[src/rtl/i2s_pkg.sv]
// ---------------------------------------------------------------------------
// i2s_pkg
// Shared constants and types for the Pmod I2S2 interface blocks.
//   DIV_BASE_DEF  default clock divider base (mclk = cnt[DIV_BASE])
//   SAMPLE_W_DEF  default bits kept per channel
//   DELAY_SLOT    I2S one-bit delay slot at the start of each half frame
//   SLOTS_PER_CH  sclk periods per channel half frame
//   stereo_t      left/right sample pair at the default width
// ---------------------------------------------------------------------------
package i2s_pkg;

    localparam int DIV_BASE_DEF = 2;
    localparam int SAMPLE_W_DEF = 16;
    localparam int DELAY_SLOT   = 0;
    localparam int SLOTS_PER_CH = 32;

    typedef struct packed {
        logic signed [SAMPLE_W_DEF-1:0] left;
        logic signed [SAMPLE_W_DEF-1:0] right;
    } stereo_t;

endpackage

[src/rtl/i2s_clkgen.sv]
// ---------------------------------------------------------------------------
// i2s_clkgen
// Free-running frame counter for an I2S master plus registered pin clocks
// and the frame-timing strobes used by the receive datapath.
// Ports:
//   clk, rst      system clock, synchronous active-high reset
//   mclk/sclk/lrck registered copies of cnt[DIV_BASE], cnt[DIV_BASE+2],
//                 cnt[DIV_BASE+8]
//   slot          current bit slot within the half frame
//   sample_stb    mid sclk-high sampling point of the current slot
//   left_end      last cycle of the left half frame
//   right_end     last cycle of the right half frame (whole frame done)
// ---------------------------------------------------------------------------
module i2s_clkgen
    import i2s_pkg::*;
#(
    parameter int DIV_BASE = DIV_BASE_DEF
) (
    input  logic                            clk,
    input  logic                            rst,
    output logic                            mclk,
    output logic                            sclk,
    output logic                            lrck,
    output logic [$clog2(SLOTS_PER_CH)-1:0] slot,
    output logic                            sample_stb,
    output logic                            left_end,
    output logic                            right_end
);

    localparam int CNT_W  = DIV_BASE + 9;
    localparam int SLOT_W = $clog2(SLOTS_PER_CH);

    // Sampling phase inside one sclk period: 6/8 of the way, mid sclk-high.
    localparam int                  STB_PH_I = 6 << DIV_BASE;
    localparam logic [DIV_BASE+2:0] STB_PH   = STB_PH_I[DIV_BASE+2:0];
    localparam logic [CNT_W-1:0]    LEFT_END = {1'b0, {(CNT_W-1){1'b1}}};

    logic [CNT_W-1:0] cnt_p0;

    // Stage 0: frame counter and registered pin clocks
    always_ff @(posedge clk) begin
        if (rst) begin
            cnt_p0 <= '0;
            mclk   <= 1'b0;
            sclk   <= 1'b0;
            lrck   <= 1'b0;
        end else begin
            cnt_p0 <= cnt_p0 + 1'b1;
            mclk   <= cnt_p0[DIV_BASE];
            sclk   <= cnt_p0[DIV_BASE+2];
            lrck   <= cnt_p0[DIV_BASE+8];
        end
    end

    assign slot       = cnt_p0[DIV_BASE+7 -: SLOT_W];
    assign sample_stb = (cnt_p0[DIV_BASE+2:0] == STB_PH);
    assign left_end   = (cnt_p0 == LEFT_END);
    assign right_end  = &cnt_p0;

endmodule

[src/rtl/i2s_rx.sv]
// ---------------------------------------------------------------------------
// i2s_rx
// I2S master receiver for the Pmod I2S2 line-in ADC. Generates mclk, sclk and
// lrck, deserialises sd_in and offers one signed stereo pair per frame on a
// valid/ready interface. A pair overwritten before acceptance sets the
// sticky overrun flag.
// Ports:
//   clk, rst              system clock, synchronous active-high reset
//   mclk, lrck, sclk      ADC clocks (lrck 0 = left, 1 = right)
//   sd_in                 ADC serial data
//   out_left, out_right   signed samples, SAMPLE_W bits, MSB-first truncated
//   out_valid, out_ready  pair handshake
//   overrun, overrun_clr  sticky overwrite flag and its clear (set wins)
// Optional build macro I2S_RX_MONO_EN adds out_mono = (left + right) >>> 1,
// floor rounding, registered alongside the stereo pair.
// ---------------------------------------------------------------------------
module i2s_rx
    import i2s_pkg::*;
#(
    parameter int SAMPLE_W = SAMPLE_W_DEF,
    parameter int DIV_BASE = DIV_BASE_DEF
) (
    input  logic                       clk,
    input  logic                       rst,
    output logic                       mclk,
    output logic                       lrck,
    output logic                       sclk,
    input  logic                       sd_in,
    output logic signed [SAMPLE_W-1:0] out_left,
    output logic signed [SAMPLE_W-1:0] out_right,
    output logic                       out_valid,
    input  logic                       out_ready,
    output logic                       overrun,
    input  logic                       overrun_clr
`ifdef I2S_RX_MONO_EN
    ,
    output logic signed [SAMPLE_W-1:0] out_mono
`endif
);

    localparam int SLOT_W = $clog2(SLOTS_PER_CH);

    logic [SLOT_W-1:0]          slot;
    logic                       sample_stb;
    logic                       left_end;
    logic                       right_end;
    logic                       data_slot;
    logic                       accept;
    logic                       sd_p0;
    logic signed [SAMPLE_W-1:0] shift_p1;
    logic signed [SAMPLE_W-1:0] left_hold_p1;

`ifdef I2S_RX_MONO_EN
    // Floor average: one extra bit of headroom, then drop the LSB.
    function automatic logic signed [SAMPLE_W-1:0] mono_avg(
        input logic signed [SAMPLE_W-1:0] l,
        input logic signed [SAMPLE_W-1:0] r
    );
        logic signed [SAMPLE_W:0] sum;
        sum = {l[SAMPLE_W-1], l} + {r[SAMPLE_W-1], r};
        return sum[SAMPLE_W:1];
    endfunction
`endif

    i2s_clkgen #(
        .DIV_BASE (DIV_BASE)
    ) u_clkgen (
        .clk        (clk),
        .rst        (rst),
        .mclk       (mclk),
        .sclk       (sclk),
        .lrck       (lrck),
        .slot       (slot),
        .sample_stb (sample_stb),
        .left_end   (left_end),
        .right_end  (right_end)
    );

    // Slot 0 is the I2S delay bit; ADC bits beyond SAMPLE_W are discarded.
    assign data_slot = (int'(slot) > DELAY_SLOT) && (int'(slot) <= DELAY_SLOT + SAMPLE_W);
    assign accept    = out_valid && out_ready;

    // Stage 0: input capture
    always_ff @(posedge clk) begin
        sd_p0 <= sd_in;
    end

    // Stage 1: deserialise; every data slot is rewritten each half frame,
    // so a reset needs no clearing here to discard a partial frame.
    always_ff @(posedge clk) begin
        if (sample_stb && data_slot) begin
            shift_p1 <= SAMPLE_W'({shift_p1, sd_p0});
        end
        if (left_end) begin
            left_hold_p1 <= shift_p1;
        end
    end

    // Stage 2: output pair and handshake
    always_ff @(posedge clk) begin
        if (rst) begin
            out_left  <= '0;
            out_right <= '0;
            out_valid <= 1'b0;
            overrun   <= 1'b0;
`ifdef I2S_RX_MONO_EN
            out_mono  <= '0;
`endif
        end else begin
            if (right_end) begin
                out_left  <= left_hold_p1;
                out_right <= shift_p1;
                out_valid <= 1'b1;
`ifdef I2S_RX_MONO_EN
                out_mono  <= mono_avg(left_hold_p1, shift_p1);
`endif
            end else if (accept) begin
                out_valid <= 1'b0;
            end

            if (right_end && out_valid && !out_ready) begin
                overrun <= 1'b1;
            end else if (overrun_clr) begin
                overrun <= 1'b0;
            end
        end
    end

endmodule
[config.mk]
export PLATFORM = sky130hd
export DESIGN_NAME = i2s_rx
export DESIGN_NICKNAME = d
export VERILOG_FILES = /design/src/rtl/i2s_pkg.sv /design/src/rtl/i2s_clkgen.sv /design/src/rtl/i2s_rx.sv
export SDC_FILE = /design/constraint.sdc
export NUM_CORES = 1
export LEC_CHECK = 0
export BUFFER_PORTS_ARGS = -buffer_cell sky130_fd_sc_hd__buf_2
export CORE_ASPECT_RATIO = 1.1
export CORE_MARGIN = 1.5
export CORE_UTILIZATION = 30
export CTS_CLUSTER_DIAMETER = 120
export DETAILED_ROUTE_END_ITERATION = 8
export PLACE_DENSITY = 0.59
export SYNTH_ARGS = -nofsm -noshare
export SYNTH_HDL_FRONTEND = slang
export SYNTH_HIERARCHICAL = 1
export SYNTH_SLANG_ARGS = --single-unit
[constraint.sdc]
create_clock -name clk -period 7.6 [get_ports clk]
set_clock_uncertainty 0.2 [all_clocks]
set_input_delay 0 -clock clk [delete_from_list [all_inputs] [get_ports clk]]
set_output_delay 0 -clock clk [all_outputs]
set_load 0.1 [all_outputs]
# Word-level counts from Yosys, hierarchy flattened
# Cells that the tools add are included.
# op_classes
eq_ne	2
magnitude_cmp	2
muxes	4
n_addsub	1
n_reduce_logical	9
# op_table
op	n
adder 11 x 1 -> 11 bit (second input constant)	1
== test 11 x 10 -> 1 bit (second input constant)	1
AND reduction 11 bit	1
== test 5 bit (second input constant)	1
> comparator 5 x 1 -> 1 bit (second input constant)	1
<= comparator 5 bit (second input constant)	1
logical AND 1 bit	5
two-way mux 1 bit	4
nonzero test 2 bit	2
logical NOT 1 bit	1
# word_totals
in_bits	5
register_bits	81
output_inout_bits	37
wordCells	29

# Logic depth before layout (Yosys ltp)
# logic_depth
depth_word	4
depth_mapped	7
ltp_nobuf	5

# By module
# Netlist, hierarchy kept.
# modules_own_cells
module	seq_area_each_um2	area_each_um2	n_inst	cells_each
i2s_rx	1661.6	2254.7	1	149
i2s_clkgen	280.3	616.8	1	67

# Worst setup path after synthesis
# OpenSTA, ideal clock, no wires.
# synth_path
kind	flip-flop to flip-flop
start	register u_clkgen.cnt_p0[0]
end	register left_hold_p1[0], enable pin
t_arrival_ns	2.402
slack_ns	4.564
setup_time_ns	0.434
path_stages_with_launch	4
period_less_slack_ns	3.036
path_cell_list	dfxtp_1 ha_1 inv_1 nor4_1
# synth_between
elab_chain_cells	1
# synth_rtl
item	line	text
start, declared	i2s_clkgen.sv:38	logic [CNT_W-1:0] cnt_p0;
start signal, assigned	i2s_clkgen.sv:48	cnt_p0 <= cnt_p0 + 1'b1;
== test 11 x 10 -> 1 bit	i2s_clkgen.sv:57	assign left_end = (cnt_p0 == LEFT_END);
via left_end	i2s_rx.sv:45	logic left_end;
end signal, assigned	i2s_rx.sv:95	left_hold_p1 <= shift_p1;
end, declared	i2s_rx.sv:51	logic signed [SAMPLE_W-1:0] left_hold_p1;
# The timed path passes the listed nets, and every way through them passes these cells.
# A chain may end at the register's enable or synchronous reset.

# Worst setup path after layout
# layout_path
start	register u_clkgen.cnt_p0[0]
end	register shift_p1[10], enable pin
# layout_between
elab_chain_cells	2
# layout_rtl
item	line	text
== test 5 bit	i2s_clkgen.sv:56	assign sample_stb = (cnt_p0[DIV_BASE+2:0] == STB_PH);
via sample_stb	i2s_rx.sv:44	logic sample_stb;
logical AND 1 bit	i2s_rx.sv:91	if (sample_stb && data_slot) begin
end signal, assigned	i2s_rx.sv:92	shift_p1 <= SAMPLE_W'({shift_p1, sd_p0});
end, declared	i2s_rx.sv:50	logic signed [SAMPLE_W-1:0] shift_p1;
# The timed path passes the listed nets, and every way through them passes these cells.

==> results.txt <==
----------------------------------------------------
[Outcome]
  Outcome ... complete, no violations

[Yosys]
  Cell type contributing the most total cell area after synthesis ... dfxtp_1
  Leading cell types by total area after synthesis ... dfxtp_1 (34%), edfxtp_1 (33%), mux2i_1 (12%)
  Area fraction of the dominant cell type after synthesis ... 0.3416
  Netlist area before placement ... 2872 sq um
  Syn Area/Cell ... 13.29 sq um
  Commonest cells post-synth ... dfxtp_1 (49), nor2_1 (37), mux2i_1 (33)
  Sequential share of the synthesized area ... 0.6763
  Count of distinct cell types in the synthesized netlist ... 30
  Prevailing post-synth register cell ... dfxtp_1
  Share of flip-flops with an asynchronous set or reset ... 0
  Leading cell type by number of instances after synthesis ... dfxtp_1
  Synthesized netlist cell count ... 216
  Post-synth EDFFs ... 32
  #FFs+latches synth ... 81
  Post-Synthesis Net Count ... 223
  Yosys synthesis warning count ... 6

[Timing]
  Upper clock frequency limit ... 424.1 MHz
  Setup repair after global routing missed its margin ... no
  Tcrit/Tclk final ... 0.3102
  Crit path setup slack, layout ... 5.242 ns
  Worst Hold Slack ... 0.06401 ns
  Setup total negative slack ... 0 ns
  Worst-Margin Slew ... 1.095 ns
  Slew Limit Fails ... 0
  Final Hold Violating Endpoints ... 0
  Worst slew slack as a fraction of its limit ... 0.2555
  Final Critical Period ... 2.358 ns
  Number of setup violations in the final report ... 0

[Flow run]
  Total of max-cap violations ... 0

[Pwr]
  Power share of the combinational group ... 0.016
  Cell-internal power ... 0.6085 mW
  Power share of the sequential group ... 0.577
  Switching power share of the total ... 0.2211
  Peak supply drop ... 0.00009572 V
  Switching power ... 0.1727 mW
  Power density over cell area ... 233.0 nW/um^2
  Cell leakage power ... 1.212 nW
  Fraction of power consumed by the clock network ... 0.407
  Overall power consumption ... 0.7812 mW

[Global route]
  Overall track demand over capacity in global routing ... 0.1088
  Initial antenna violation count ... 0
  Remaining global-route overflow ... 0
  Largest net degree at the start of global routing ... 49
  Global routing met3 resource utilization ... 0.03463
  Vias in the first global route ... 1581
  Global routing usage on met1 ... 0.1429
  Most used routing layer in global routing ... met2
  Met2 Usage GRT ... 0.1534
  Global-route wire length before repair ... 8038 um

[Routing]
  Via count ... 1655
  Number of detailed-routing iterations run before antenna repair ... 4
  Post-detailed-route DRC marker count ... 0
  Routed via count divided by cell count ... 4.344
  Remaining number of nets flagged by the antenna check after routing ... 0
  DRT Wirelength ... 4917 um
  Violation count after the first detailed-route iteration ... 77
  Wirelength per Cell ... 12.91 um

[Setup path]
  Data required time of the worst path ... 7.37 ns
  Category of the worst setup path launch point ... flip-flop
  Worst Path Arrival ... 2.12 ns
  Category of the critical setup timing path ... flip-flop to flip-flop
  Critical-path maximum fanout ... 16
  Crit end category ... flip-flop

[Clock network]
  H-Tree Depth ... 3
  Skew-Pair Late Insertion Delay ... 0.35 ns
  Maximum number of buffers from clock root to sink ... 2
  Clock root buffer ... clkbuf_8
  Clk sinks ... 81
  Clock edge transition at the registers on the reported setup and hold paths ... 0.08 ns
  Post-CTS Setup Bufs ... 0
  Number of buffers created by CTS ... 9
  Clock tree from TritonCTS ... yes

[Placed design]
  Weighted congestion at the end of routability-driven global placement ... 0.7094
  Dpl ws ... 5.200 ns
  I/O Buffers ... 41
  Placed Area ... 3120 sq um
  Detailed Place HPWL ... 3141 um

[Floorplan]
  Total number of placement rows ... 37
  DIE HEIGHT ... 105.6 um
  Core Footprint ... 9351 sq um
  Area of the die ... 10170 sq um
  Starting utilization of the core area ... 0.3071
  Top-level I/O count ... 42
  Die width ... 96.28 um

[Finish]
  Summed area of non-filler cells in the final layout ... 3353 sq um
  Fraction of final layout cells sized beyond drive strength 1 ... 0.2500
  Count of nets after finishing ... 266
  Multi-input logic area ... 782.0 sq um
  Storage element area ... 1942 sq um
  Syn-to-layout area delta ... 16.78%
  N_diodes ... 0
  Filler instances ... 914

[Worst hold path]
  Min-delay worst type ... input pin to flip-flop

----------------------------------------------------
through the flow:
step,util,std cells
2_1_floorplan,-,216
3_3_place_gp,0.3337,362
3_5_place_dp,0.3337,362
4_1_cts,0.3586,381
5_1_grt,0.3586,381
6_report,0.3586,381
layer usage:
layer,vias up,share of wire
met1,776,0.48
met4,0,0.015
met5,-,0
li1,833,-
met2,41,0.46
met3,5,0.042
cell type report:
type                            instances  share of cell area
Sequential cell                        81              0.5791
Multi-Input combinational cell        114              0.2332
Timing Repair Buffer                   47             0.07687
Tap cell                              117             0.04366
Clock buffer                            9             0.03694
Clock inverter                          7             0.02351
Inverter                                6            0.006716
power groups by stage:
stage	clock network, mW	logic (mW)	registers [mW]
6_report	0.318	0.0123	0.451
5_1_grt	0.348	0.0139	0.452
4_1_cts	0.329	0.0125	0.451
3_5_place_dp	0	0.0112	0.461
3_3_place_gp	0	0.0111	0.461
2_1_floorplan	0	0.00679	0.462
what timing repair did:
item | 4_1_cts | 5_1_grt
setup endpoints to repair | 0 | 0
hold buffers | 3 | 0
hold endpoints to repair | 3 | 0
resized for setup | 0 | 0
state kept, by name, summed over array words and instances (netlist names), 11 cells and up:
register and cells:
out_right 16, shift_p1 16, out_left 16, left_hold_p1 16, u_clkgen/cnt_p0 11
cells in the final DEF, fill, tap and decap left out, drive strengths merged, types with 4 or more instances in the layout:
| master | instances |
|---|---|
| dfxtp | 49 |
| inv | 8 |
| a21oi | 7 |
| nand2 | 4 |
| nor2 | 37 |
| clkbuf | 9 |
| buf | 44 |
| edfxtp | 32 |
| mux2i | 33 |
critical path, cell delays in order (launching register included):
cell	delay, ns
dfxtp_1	0.35
inv_1	0.07
ha_1	0.15
nor3b_1	0.26
nand2_1	0.10
mux2i_2	0.86
worst paths after layout:
check                startpoint  depth (start not counted)  slack, ns            end
max reg2reg  u_clkgen/cnt_p0[0]                          5       5.24   shift_p1[10]
min                         rst                          2       0.06  u_clkgen/lrck
min reg2reg               sd_p0                          0       0.23    shift_p1[0]
max          u_clkgen/cnt_p0[0]                          5       5.24   shift_p1[10]
kinds of logic (layout without fill, tap and decap cells):
family,Yosys count,after routing,share of synthesized area
xor gates and xnor gates,3,3,0.009152
and+or+nand+nor,62,62,0.1024
buffers and inverters,21,69,0.05708
muxes,33,33,0.1150
DFF,81,81,0.6763
AOI/OAI and AO/OA,14,14,0.03137
adders and majority gates,2,2,0.008713
(Power assumes the default switching activity.)
